<file path="src/rtl/seg7_pkg.sv">
// Shared constants and types for the seven-segment scan decoder.
// Segment patterns are active-low, bit0 = a through bit6 = g.
package seg7_pkg;

   // Pattern with every segment dark
   localparam logic [6:0] SEG_BLANK = 7'h7F;

   // Hex glyph table, indexed by the value each pattern represents
   localparam logic [15:0][6:0] GLYPH_TABLE = {
      7'h0E, 7'h06, 7'h21, 7'h46,   // F E d C
      7'h03, 7'h08, 7'h10, 7'h00,   // b A 9 8
      7'h78, 7'h02, 7'h12, 7'h19,   // 7 6 5 4
      7'h30, 7'h24, 7'h79, 7'h40    // 3 2 1 0
   };

   // One captured digit slot; dot is stored active-high
   typedef struct packed {
      logic [6:0] seg;
      logic       dot;
   } digit_slot_t;

   // True when exactly one active-low strobe bit is asserted
   function automatic logic is_single_strobe(input logic [3:0] strb_n);
      logic [3:0] low;
      low = ~strb_n;
      return (low != 4'h0) && ((low & (low - 4'h1)) == 4'h0);
   endfunction

endpackage

</file>
<file path="src/rtl/seg7_glyph_decode.sv">
// Combinational lookup of one active-low segment pattern into a hex value.
module seg7_glyph_decode
   import seg7_pkg::*;
(
   input  logic [6:0] seg,
   output logic [3:0] value,
   output logic       ok,
   output logic       blank
);

   // Match the pattern against the glyph table; unknown patterns decode to 0
   always_comb begin
      value = '0;
      ok    = 1'b0;
      blank = (seg == SEG_BLANK);
      for (int unsigned i = 0; i < 16; i++) begin
         if (seg == GLYPH_TABLE[i]) begin
            value = i[3:0];
            ok    = 1'b1;
         end
      end
   end

endmodule

</file>
<file path="src/rtl/seg7_scan_decoder.sv">
// Recovers the four digits shown on a multiplexed seven-segment display by
// sampling its strobe/segment/dot lines, accepting each digit slot once it is
// stable, and publishing a whole frame once all four slots are captured.
module seg7_scan_decoder #(
   parameter int unsigned STABLE_CYCLES  = 16,
   parameter int unsigned TIMEOUT_CYCLES = 2_000_000
) (
   input  logic       FPGA_clk,
   input  logic       rst,
   input  logic       en,
   input  logic [3:0] LED_enables,
   input  logic [6:0] LED_7,
   input  logic       LED_dot,
   output logic [3:0] digit_0,
   output logic [3:0] digit_1,
   output logic [3:0] digit_2,
   output logic [3:0] digit_3,
   output logic [6:0] raw_0,
   output logic [6:0] raw_1,
   output logic [6:0] raw_2,
   output logic [6:0] raw_3,
   output logic [3:0] dots,
   output logic [3:0] glyph_ok,
   output logic [3:0] blank,
   output logic       frame_valid,
   output logic       stale
);
   import seg7_pkg::*;

   localparam int unsigned STAB_W = $clog2(STABLE_CYCLES + 1);
   localparam int unsigned IDLE_W = $clog2(TIMEOUT_CYCLES + 1);
   localparam logic [STAB_W-1:0] STAB_MAX = STAB_W'(STABLE_CYCLES);
   localparam logic [IDLE_W-1:0] IDLE_MAX = IDLE_W'(TIMEOUT_CYCLES);

   // Input synchronizers
   logic [3:0]        strb_s1, strb_s2;
   logic [6:0]        seg_s1, seg_s2;
   logic              dot_s1, dot_s2;
   logic              en_d;

   // Registered state and its next values
   logic [3:0]        prev_strb, prev_strb_n;
   logic [6:0]        prev_seg, prev_seg_n;
   logic              prev_dot, prev_dot_n;
   logic [STAB_W-1:0] stab_cnt, stab_n;
   logic [IDLE_W-1:0] idle_cnt, idle_n;
   logic [3:0]        captured_mask, mask_n;
   digit_slot_t       shadow [4];
   digit_slot_t       shadow_n [4];
   digit_slot_t       out_slot [4];
   digit_slot_t       out_n [4];
   logic              frame_valid_n, stale_n;

   // Combinational helpers
   logic              sample_valid, same_sample, accept;
   logic [1:0]        slot_idx;
   logic [3:0]        mask_work;
   logic [3:0]        digit_arr [4];

   // Classify the synchronized sample and locate its strobed slot
   always_comb begin
      sample_valid = is_single_strobe(strb_s2);
      same_sample  = (strb_s2 == prev_strb) && (seg_s2 == prev_seg) && (dot_s2 == prev_dot);
      slot_idx     = '0;
      for (int unsigned i = 0; i < 4; i++) begin
         if (!strb_s2[i]) slot_idx = 2'(i);
      end
   end

   // Next-state logic: stability counting, slot acceptance, frame publish, timeout
   always_comb begin
      prev_strb_n   = prev_strb;
      prev_seg_n    = prev_seg;
      prev_dot_n    = prev_dot;
      stab_n        = stab_cnt;
      idle_n        = idle_cnt;
      mask_n        = captured_mask;
      shadow_n      = shadow;
      out_n         = out_slot;
      frame_valid_n = 1'b0;
      stale_n       = stale;
      accept        = 1'b0;
      mask_work     = captured_mask;

      if (en) begin
         prev_strb_n = strb_s2;
         prev_seg_n  = seg_s2;
         prev_dot_n  = dot_s2;

         if (!en_d || !sample_valid) begin
            stab_n = '0;
         end else if (same_sample && (stab_cnt != '0)) begin
            if (stab_cnt != STAB_MAX) stab_n = stab_cnt + STAB_W'(1);
         end else begin
            stab_n = STAB_W'(1);
         end

         // A slot held past the threshold sits at STAB_MAX and is not re-accepted
         accept = en_d && sample_valid && (stab_n == STAB_MAX) &&
                  !(same_sample && (stab_cnt == STAB_MAX));

         // Publish first so a same-cycle acceptance lands in the next frame
         if (captured_mask == 4'hF) begin
            out_n         = shadow;
            frame_valid_n = 1'b1;
            stale_n       = 1'b0;
            mask_work     = '0;
         end

         if (accept) begin
            shadow_n[slot_idx]  = '{seg: seg_s2, dot: ~dot_s2};
            mask_work[slot_idx] = 1'b1;
            idle_n              = '0;
         end else if (idle_cnt != IDLE_MAX) begin
            idle_n = idle_cnt + IDLE_W'(1);
         end

         if (!accept && (idle_n == IDLE_MAX)) begin
            stale_n   = 1'b1;
            mask_work = '0;
         end

         mask_n = mask_work;
      end
   end

   // State registers, including the two-flop input synchronizers
   always_ff @(posedge FPGA_clk or negedge rst) begin
      if (!rst) begin
         strb_s1       <= 4'hF;
         strb_s2       <= 4'hF;
         seg_s1        <= SEG_BLANK;
         seg_s2        <= SEG_BLANK;
         dot_s1        <= 1'b1;
         dot_s2        <= 1'b1;
         en_d          <= 1'b0;
         prev_strb     <= 4'hF;
         prev_seg      <= SEG_BLANK;
         prev_dot      <= 1'b1;
         stab_cnt      <= '0;
         idle_cnt      <= '0;
         captured_mask <= '0;
         for (int unsigned i = 0; i < 4; i++) begin
            shadow[i]   <= '{seg: SEG_BLANK, dot: 1'b0};
            out_slot[i] <= '{seg: SEG_BLANK, dot: 1'b0};
         end
         frame_valid   <= 1'b0;
         stale         <= 1'b1;
      end else begin
         strb_s1       <= LED_enables;
         strb_s2       <= strb_s1;
         seg_s1        <= LED_7;
         seg_s2        <= seg_s1;
         dot_s1        <= LED_dot;
         dot_s2        <= dot_s1;
         en_d          <= en;
         prev_strb     <= prev_strb_n;
         prev_seg      <= prev_seg_n;
         prev_dot      <= prev_dot_n;
         stab_cnt      <= stab_n;
         idle_cnt      <= idle_n;
         captured_mask <= mask_n;
         shadow        <= shadow_n;
         out_slot      <= out_n;
         frame_valid   <= frame_valid_n;
         stale         <= stale_n;
      end
   end

   for (genvar g = 0; g < 4; g++) begin : g_dec
      seg7_glyph_decode u_dec (
         .seg   (out_slot[g].seg),
         .value (digit_arr[g]),
         .ok    (glyph_ok[g]),
         .blank (blank[g])
      );
   end

   assign raw_0   = out_slot[0].seg;
   assign raw_1   = out_slot[1].seg;
   assign raw_2   = out_slot[2].seg;
   assign raw_3   = out_slot[3].seg;
   assign dots    = {out_slot[3].dot, out_slot[2].dot, out_slot[1].dot, out_slot[0].dot};
   assign digit_0 = digit_arr[0];
   assign digit_1 = digit_arr[1];
   assign digit_2 = digit_arr[2];
   assign digit_3 = digit_arr[3];

endmodule

</file>
<file path="config.mk">
export PLATFORM = sky130hd
export DESIGN_NAME = seg7_scan_decoder
export DESIGN_NICKNAME = d
export VERILOG_FILES = /design/src/rtl/seg7_pkg.sv /design/src/rtl/seg7_glyph_decode.sv /design/src/rtl/seg7_scan_decoder.sv
export SDC_FILE = /design/constraint.sdc
export NUM_CORES = 1
export LEC_CHECK = 0
export ABC_AREA = 1
export CORE_UTILIZATION = 45
export DETAILED_ROUTE_END_ITERATION = 6
export GPL_TIMING_DRIVEN = 0
export PLACE_DENSITY = 0.65
export SYNTH_ARGS = -nofsm -noshare
export SYNTH_HDL_FRONTEND = slang
export SYNTH_SLANG_ARGS = --single-unit
</file>
<file path="constraint.sdc">
create_clock -name FPGA_clk -period 2.8 [get_ports FPGA_clk]
set_input_delay 0.56 -clock FPGA_clk [delete_from_list [all_inputs] [get_ports FPGA_clk]]
set_output_delay 0.56 -clock FPGA_clk [all_outputs]
set_load 0.1 [all_outputs]
</file>
Yosys cells after proc, flatten, opt, wreduce, memory -nomap -nowiden
Cells that the tools add are included.
{"block": "op_classes", "n_lt_le_gt_ge": 4, "add_sub_neg": 3, "n_bitwise": 5, "n_eq_ne": 73, "mux": 147, "reduce_logical": 27}
{"op": "$mux W4", "count": 36}
{"op": "$eq A7 B7 Y1 const B", "count": 20}
{"op": "$eq A7 B5 Y1 const B", "count": 12}
{"op": "$eq A7 B6 Y1 const B", "count": 12}
{"op": "$mux W1", "count": 74}
{"op": "$mux W21", "count": 3}
{"op": "$eq A7 B2 Y1 const B", "count": 8}
{"op": "$eq A7 B4 Y1 const B", "count": 8}
{"op": "$mux W3", "count": 16}
{"op": "$bwmux W32", "count": 1}
{"op": "$eq A7 B3 Y1 const B", "count": 4}
{"op": "$logic_not A7 Y1", "count": 4}
{"op": "$add A21 B1 Y21 const B", "count": 1}
{"op": "$eq A21 B21 Y1 const B", "count": 1}
{"op": "$ne A21 B21 Y1 const B", "count": 1}
{"op": "$mux W2", "count": 10}
{"op": "$mux W5", "count": 4}
{"op": "$demux W8 S2", "count": 1}
{"op": "$logic_and A1 B1 Y1", "count": 11}
{"op": "$eq A5 B5 Y1 const B", "count": 2}
{"op": "$mux W8", "count": 1}
{"op": "$eq A7 B7 Y1", "count": 1}
{"op": "$reduce_and A2 Y1", "count": 3}
{"op": "$add A5 B1 Y5 const B", "count": 1}
{"op": "21 further kinds", "count": 24}
{"block": "totals", "register_bits": 133, "output_inout_bits": 58, "elab_cells": 290, "inputBits": 15}

Longest topological paths before layout
Gate-level depths: netlist of run 1.
{"block": "depth", "depth_word": 18, "mapped_depth": 18, "mapped_depth_nobuf": 18}

Hierarchy
A second synthesis of run 1 with hierarchy kept.
{"block": "hier_totals", "hier_cells": 935, "hier_area_um2": 7372.1}
{"mod": "seg7_scan_decoder", "cells_each": 679, "area_per_inst_um2": 5995.8, "seq_area_each_um2": 3444.6, "n_inst": 1}
{"mod": "seg7_glyph_decode", "cells_each": 64, "area_per_inst_um2": 344.1, "seq_area_each_um2": 0.0, "n_inst": 4}

Worst setup path after synthesis of run 1
No wires, ideal clock.
{"block": "synth_timing", "path_type": "register to output", "startpoint": "register out_slot, in the netlist raw_1[6]", "endpoint": "output port glyph_ok[1]", "n_path_buf": 1, "arrival_time_ps": 3177, "stages_incl_launch_ff": 8, "setup_slack_ps": -937, "cell_sequence": "dfstp_2 -> nor3_1 -> inv_1 -> nor3_1 -> nor3b_1 -> nand3_1 -> or4_1 -> buf_4"}
{"block": "synth_between", "elab_chain_cells": 17, "word_cells_on_any_way": 32}
{"item": "start, declared", "line": "seg7_scan_decoder.sv:50", "source": "digit_slot_t out_slot [4];"}
{"item": "start signal, assigned by index", "line": "seg7_scan_decoder.sv:145", "source": "out_slot[i] <= '{seg: SEG_BLANK, dot: 1'b0};"}
{"item": "start signal, assigned", "line": "seg7_scan_decoder.sv:164", "source": "out_slot <= out_n;"}
{"item": "$eq A7 B7 Y1", "line": "seg7_glyph_decode.sv:17", "source": "if (seg == GLYPH_TABLE[i]) begin"}
{"item": "$mux W1 (15 in a row)", "line": "seg7_glyph_decode.sv:17"}
{"item": "$mux W1 (*)", "line": "seg7_glyph_decode.sv:17"}
{"item": "end, declared", "line": "seg7_scan_decoder.sv:23", "source": "output logic [3:0] glyph_ok,"}
Mark *: on every way between the ends. The rest lies on a longest branch, timed or not.

Worst setup path after layout of run 1
{"block": "layout_timing", "startpoint": "register out_slot, in the netlist raw_1[0]", "endpoint": "output port glyph_ok[1]"}
Same word-level chain as after synthesis.

==> results.yml, run 1 <==
run_status:
  outcome: "complete, but fails checks"
  violations: "setup timing"
clock_tree:
  cts-htree-levels: 4
  clock-root-buffer: "clkbuf_16"
  cts_buffers: 17
  cts_buffer_depth: 2
  clock_latency_ps: 430
  cts_tree: "built"
  cts_num_sinks: 133
  clk_pin_slew_ps: 60
floorplan:
  die_area_mm2: 0.0167
  io_pins: 73
  coreArea_mm2: 0.0158
  initial_core_util: 0.460
  rows: 46
  die_w_um: 129
  die_y_um: 129
yosys:
  synth_area_per_cell_um2: 7.82
  syn_nets: 951
  synth_area_leaders: "dfstp_2, dfrtp_1, nand2_1"
  synth_top_area_cell: "dfstp_2"
  ys_warn_count: 0
  netlist.area_leader.share: 0.335
  synthTopCellsByCount: "nand2_1, inv_1, nor2_1, dfstp_2, o21ai_0"
  synthFlopType: "dfstp_2"
  synth.distinct_cells: 48
  synth-seq-cells: 133
  async_reset_ff_frac: 1.00
  syn_inst: 932
  synth.most_common_cell: "nand2_1"
  synth_seq_area_share: 0.473
  synthesis.area_mm2: 0.00728
  synth_enable_flop_cells: 0
layout:
  n_fill_cell: 1361
  fin_cells: 1273
  final_nets: 1063
  regArea_mm2: 0.00352
  diodes: 0
  layout-drive-gt1-share: 0.286
  multi_input_area_mm2: 0.00354
  syn2layout_area_growth_pct: 32.6
detailed_routing:
  routedWlPerCell_um: 14.2
  wl_um: 18100
  drt_iter0_markers: 315
  vias: 6386
  via_per_inst: 5.02
  drcViolationCount: 0
  dr.pass1.iters: 4
  postRouteAntennaNets: 0
job:
  maxCapViolCount: 0
setup_path:
  cp_cell_sequence: "nor2_4, inv_2, nor3_1, inv_1, nor2_2, a31oi_2, nand3_1, or4_4, buf_12"
  worst_r2r_startpoint: "stab_cnt[0]"
  slowest_delay_ps: 650
  reg2regPathDepth: 14
  arrival_ps: 2390
  path_class: "flip-flop to output port"
  timing.rr.end: "captured_mask[0]"
  cp-end-kind: "output port"
  start_kind: "flip-flop"
  rrSetupSlack_ps: 450
  critPathMaxFanout: 5
  critPathRequiredTime_ps: 2240
  slowest_stage: "dfstp_4"
sta:
  fin_setup_tns_ps: -352
  fmax_mhz: 338
  skew_ps: 9.87
  drv_slew: 0
  rsz0062_at_grt: "true"
  min_period_over_period: 1.06
  hold_viol_final: 0
  finalSetupViolations: 5
  worst_pin_slew_ps: 980
  fin_crit_ps: 2950
  post-route-worst-setup-slack_ps: -155
  relSlewSlack: 0.345
global_routing:
  grt_pass1_vias: 5898
  overflow: 0
  antenna_found_initial: 0
  grt_use_total: 0.219
  grt_pass1_wl_um: 28500
  grt_max_degree: 73
placement:
  place_inst: 1221
  dp_hpwl_um: 12500
  gp_congestion: 0.933
  io_buffers: 72
power_and_ir_drop:
  ir_drop_uv: 479
  leakage_nw: 4.55
  power_density_mw_per_mm2: 550
min_path:
  hp-class: "input pin to async pin"
[cells by family (layout without fill, tap and decap cells)]
family                     Yosys count  in the layout  synth area share
DFF                                133            133             0.473
adders and majority gates            4              4           0.00687
xor gates and xnor gates            23             23            0.0277
and+or+nand+nor                    461            461             0.283
muxes                               18             18            0.0247
buffers and inverters              186            311             0.103
AOI/OAI and AO/OA                  107            107            0.0812
[what timing repair did]
item                       4_1_cts  5_1_grt
buffers inserted                11       12
gates resized for setup        180      106
pin swaps                        9       22
setup endpoints to repair       24       29
hold buffers                     0        0
[cell type report]
type	count	share of cell area
Multi-Input combinational cell	613	0.366
Inverter	159	0.0619
Clock buffer	23	0.0484
Timing Repair Buffer	96	0.108
Sequential cell	133	0.365
Buffer	24	0.0137
Tap cell	216	0.0280
Clock inverter	9	0.00855
[cells in the final DEF (no fill, tap or decap), types with 3 or more instances in the layout]
cell             count
dlymetal6s2s_1      11
nand2_1            212
o21ai_0             78
nor4_1               7
clkbuf_16           17
inv_1              135
buf_6               10
buf_12              10
nor3_1               8
nand2_4              3
nor4_2               4
o22ai_1              5
ha_1                 4
dfstp_2             72
xor2_1              17
inv_2               22
dfstp_4             21
clkbuf_1            17
nor3_2              23
nor2_2              27
a21oi_1              7
nand3_1             47
clkinv_2             5
nor2_4               6
buf_4               35
dfrtp_1             40
nand4_1             25
mux2i_1             18
nor3_4               4
clkdlybuf4s50_1     30
dlygate4sd2_1        6
nor2_1              72
nand3_2              9
xnor2_1              6
[flip-flops by register name, summed over array words and instances, names as in the netlist]
signal and cells:
shadow 32, stab_cnt 5, frame_valid 1, seg_s2 7, en_d 1, captured_mask 4, prev_seg 7, dot_s2 1
dot_s1 1, stale 1, seg_s1 7, dots 4, strb_s2 4, raw_3 7, prev_strb 4, prev_dot 1
raw_1 7, raw_2 7, strb_s1 4, raw_0 7, idle_cnt 21
[per-layer routing]
metal	up-vias	GRT usage	wire (um)
met1	2995	0.298	8420
met2	156	0.355	8690
met4	0	0.0706	273
li1	3215	-	-
met5	-	0	0
met3	20	0.0396	708
[per-stage QoR]
step / hold WS (ps) / area (um2) / util / worst slack, ps / power [W]
after detailed placement: 347 / 8520 / 0.538 / -649 / 0.00318
after global placement: 345 / 8490 / 0.536 / -3890 / 0.00317
final: 99.5 / 9660 / 0.610 / -155 / 0.00531
after global routing: 142 / 9660 / 0.610 / -217 / 0.00553
after CTS: 120 / 9230 / 0.583 / -250 / 0.00529
after floorplan: 264 / 7500 / - / -96.1 / 0.00292
[critical path, delay by kind of cell, from the launching register on]
| family | cells | cell delay [ps] |
|---|---|---|
| DFF | 1 | 650 |
| buffers and inverters | 3 | 320 |
| and+or+nand+nor | 5 | 800 |
| AOI/OAI and AO/OA | 1 | 180 |
[report_power, final]
group	total [W]	internal, W	switching, W
logic	0.000994	0.000303	0.000690
registers	0.00224	0.00209	0.000150
clock network	0.00207	0.00126	0.000812
total	0.00531	0.00366	0.00165
[worst max path at each step]
stage,from,endpoint,cells past startpoint
after detailed placement,raw_1[0],glyph_ok[1],10
final,raw_1[0],glyph_ok[1],9
after floorplan,raw_2[1],digit_2[0],9
after global routing,raw_1[0],glyph_ok[1],9
after global placement,rst,frame_valid,1
after CTS,raw_1[4],glyph_ok[1],8
(Power assumes the default switching activity.)
==> inputs of run 2 (changes only) <==
Settings changed: CTS_BUF_LIST set to sky130_fd_sc_hd__clkbuf_4 sky130_fd_sc_hd__clkbuf_8 sky130_fd_sc_hd__clkbuf_16.
==> results.yml, run 2 (synthesis results as in run 1) <==
floorplan:
  rows: 46
  die_y_um: 129
  die_w_um: 129
  initial_core_util: 0.460
  coreArea_mm2: 0.0158
  io_pins: 73
  die_area_mm2: 0.0167
sta:
  skew_ps: 9.90
  fin_crit_ps: 2950
  finalSetupViolations: 5
  rsz0062_at_grt: "true"
  fin_setup_tns_ps: -335
  min_period_over_period: 1.06
  relSlewSlack: 0.347
  worst_pin_slew_ps: 978
  fmax_mhz: 338
  hold_viol_final: 0
  drv_slew: 0
  post-route-worst-setup-slack_ps: -155
layout:
  n_fill_cell: 1358
  final_nets: 1063
  top_regs: "shadow: 32 flops, idle_cnt: 21 flops"
  syn2layout_area_growth_pct: 32.9
  layout_commonest_cell: "nand2_1"
  diodes: 0
  regMostFlops: "shadow"
  layout_common_cells: "nand2_1, inv_1, o21ai_0"
  largest_reg_flops: 32
  utilization: 0.612
  fin_area_mm2: 0.00968
  layout-drive-gt1-share: 0.289
  fin_cells: 1273
global_routing:
  antenna_found_initial: 0
  overflow: 0
  grt_use_total: 0.219
  grt_pass1_wl_um: 28500
  grt_pass1_vias: 5900
  grt_max_degree: 73
clock_tree:
  clock_latency_ps: 430
  cts_tree: "built"
  cts_buffer_depth: 2
  cts-htree-levels: 4
  cts_num_sinks: 133
  cts_buffers: 17
  clk_pin_slew_ps: 60
  clock-root-buffer: "clkbuf_16"
  holdBufCountCts: 0
detailed_routing:
  drt_iter0_markers: 305
  drcViolationCount: 0
  dr.pass1.iters: 5
  postRouteAntennaNets: 0
  vias: 6406
  wl_um: 18100
  via_per_inst: 5.03
  routedWlPerCell_um: 14.2
power_and_ir_drop:
  power_density_mw_per_mm2: 552
  power_frac_seq: 0.419
  power.share.combinational: 0.186
  swShare: 0.309
  p_switching_w: 0.00165
  ir_drop_uv: 478
  leakage_nw: 4.60
  clkPwrFrac: 0.395
  p_total_w: 0.00535
  p_int_w: 0.00370
setup_path:
  rrSetupSlack_ps: 450
  worst_r2r_startpoint: "stab_cnt[0]"
  path_class: "flip-flop to output port"
  cp-end-kind: "output port"
  reg2regPathDepth: 14
  start_kind: "flip-flop"
  critPathRequiredTime_ps: 2240
  arrival_ps: 2390
  timing.rr.end: "captured_mask[0]"
  critPathMaxFanout: 5
run_status:
  violations: "setup timing"
  outcome: "complete, but fails checks"
job:
  maxCapViolCount: 0
min_path:
  hp-class: "input pin to async pin"
placement:
  dpl_cell_area_mm2: 0.00852
  io_buffers: 72
  dp_hpwl_um: 12500
  gp_congestion: 0.933
  place_inst: 1221
run 2: cell count changes in the layout (fill, tap and decap cells not counted):
cell / previous run / this run
buf_12: 10 / 11
buf_2: 0 / 1
buf_8: 1 / 0
clkbuf_1: 17 / 13
clkbuf_4: 0 / 4
clkdlybuf4s15_2: 1 / 0
clkdlybuf4s50_1: 30 / 28
dlymetal6s2s_1: 11 / 13
nor3_2: 23 / 22
nor3_4: 4 / 5
run 2: layout make-up:
| cell class | count | area [um2] | area share |
|---|---|---|---|
| sequential | 133 | 3520 | 0.364 |
| clock inverter | 9 | 82.6 | 0.00853 |
| timing repair buffer | 96 | 1050 | 0.108 |
| buffer | 24 | 133 | 0.0137 |
| tap | 216 | 270 | 0.0279 |
| multi-input combinational | 613 | 3550 | 0.366 |
| inverter | 159 | 598 | 0.0618 |
| clock buffer | 23 | 483 | 0.0499 |
run 2: what timing repair did:
| item | in CTS | in global routing |
|---|---|---|
| endpoints found under the setup margin | 24 | 30 |
| setup buffers | 11 | 12 |
| gates resized for setup | 181 | 108 |
| pin swaps | 9 | 22 |
run 2: worst max-delay path, cell delays in order, from the launching register on:
cell and delay [ps]:
dfstp_4 650, nor2_4 50, inv_2 50, nor3_1 40, inv_1 90, nor2_2 50, a31oi_2 180, nand3_1 100
or4_4 560, buf_12 180
run 2: metal layers:
| layer | share of wire | global-route usage |
|---|---|---|
| met4 | 0.015 | 0.0706 |
| met1 | 0.47 | 0.298 |
| met2 | 0.48 | 0.355 |
| met5 | 0 | 0 |
| met3 | 0.036 | 0.0396 |
run 2: power groups by stage:
stage / sequential (W) / clock (W) / combinational, W
final: 0.00224 / 0.00211 / 0.000995
after global routing: 0.00226 / 0.00223 / 0.00109
after CTS: 0.00223 / 0.00215 / 0.000945
after detailed placement: 0.00226 / 0 / 0.000919
after global placement: 0.00226 / 0 / 0.000907
after floorplan: 0.00240 / 0 / 0.000520
run 2: worst max-delay path by stage:
stage,start,endpoint,slack (ps),cells after the start
after CTS,raw_1[4],glyph_ok[1],-250,8
after global placement,rst,frame_valid,-3890,1
after floorplan,raw_2[1],digit_2[0],-100,9
after global routing,raw_1[0],glyph_ok[1],-220,9
final,raw_1[0],glyph_ok[1],-150,9
after detailed placement,raw_1[0],glyph_ok[1],-650,10
run 2: metrics by stage:
step           setup WS [ps]  hold slack, ps
2_1_floorplan          -96.1             264
3_3_place_gp           -3890             345
3_5_place_dp            -649             347
4_1_cts                 -250             120
5_1_grt                 -217             142
6_report                -155            99.9
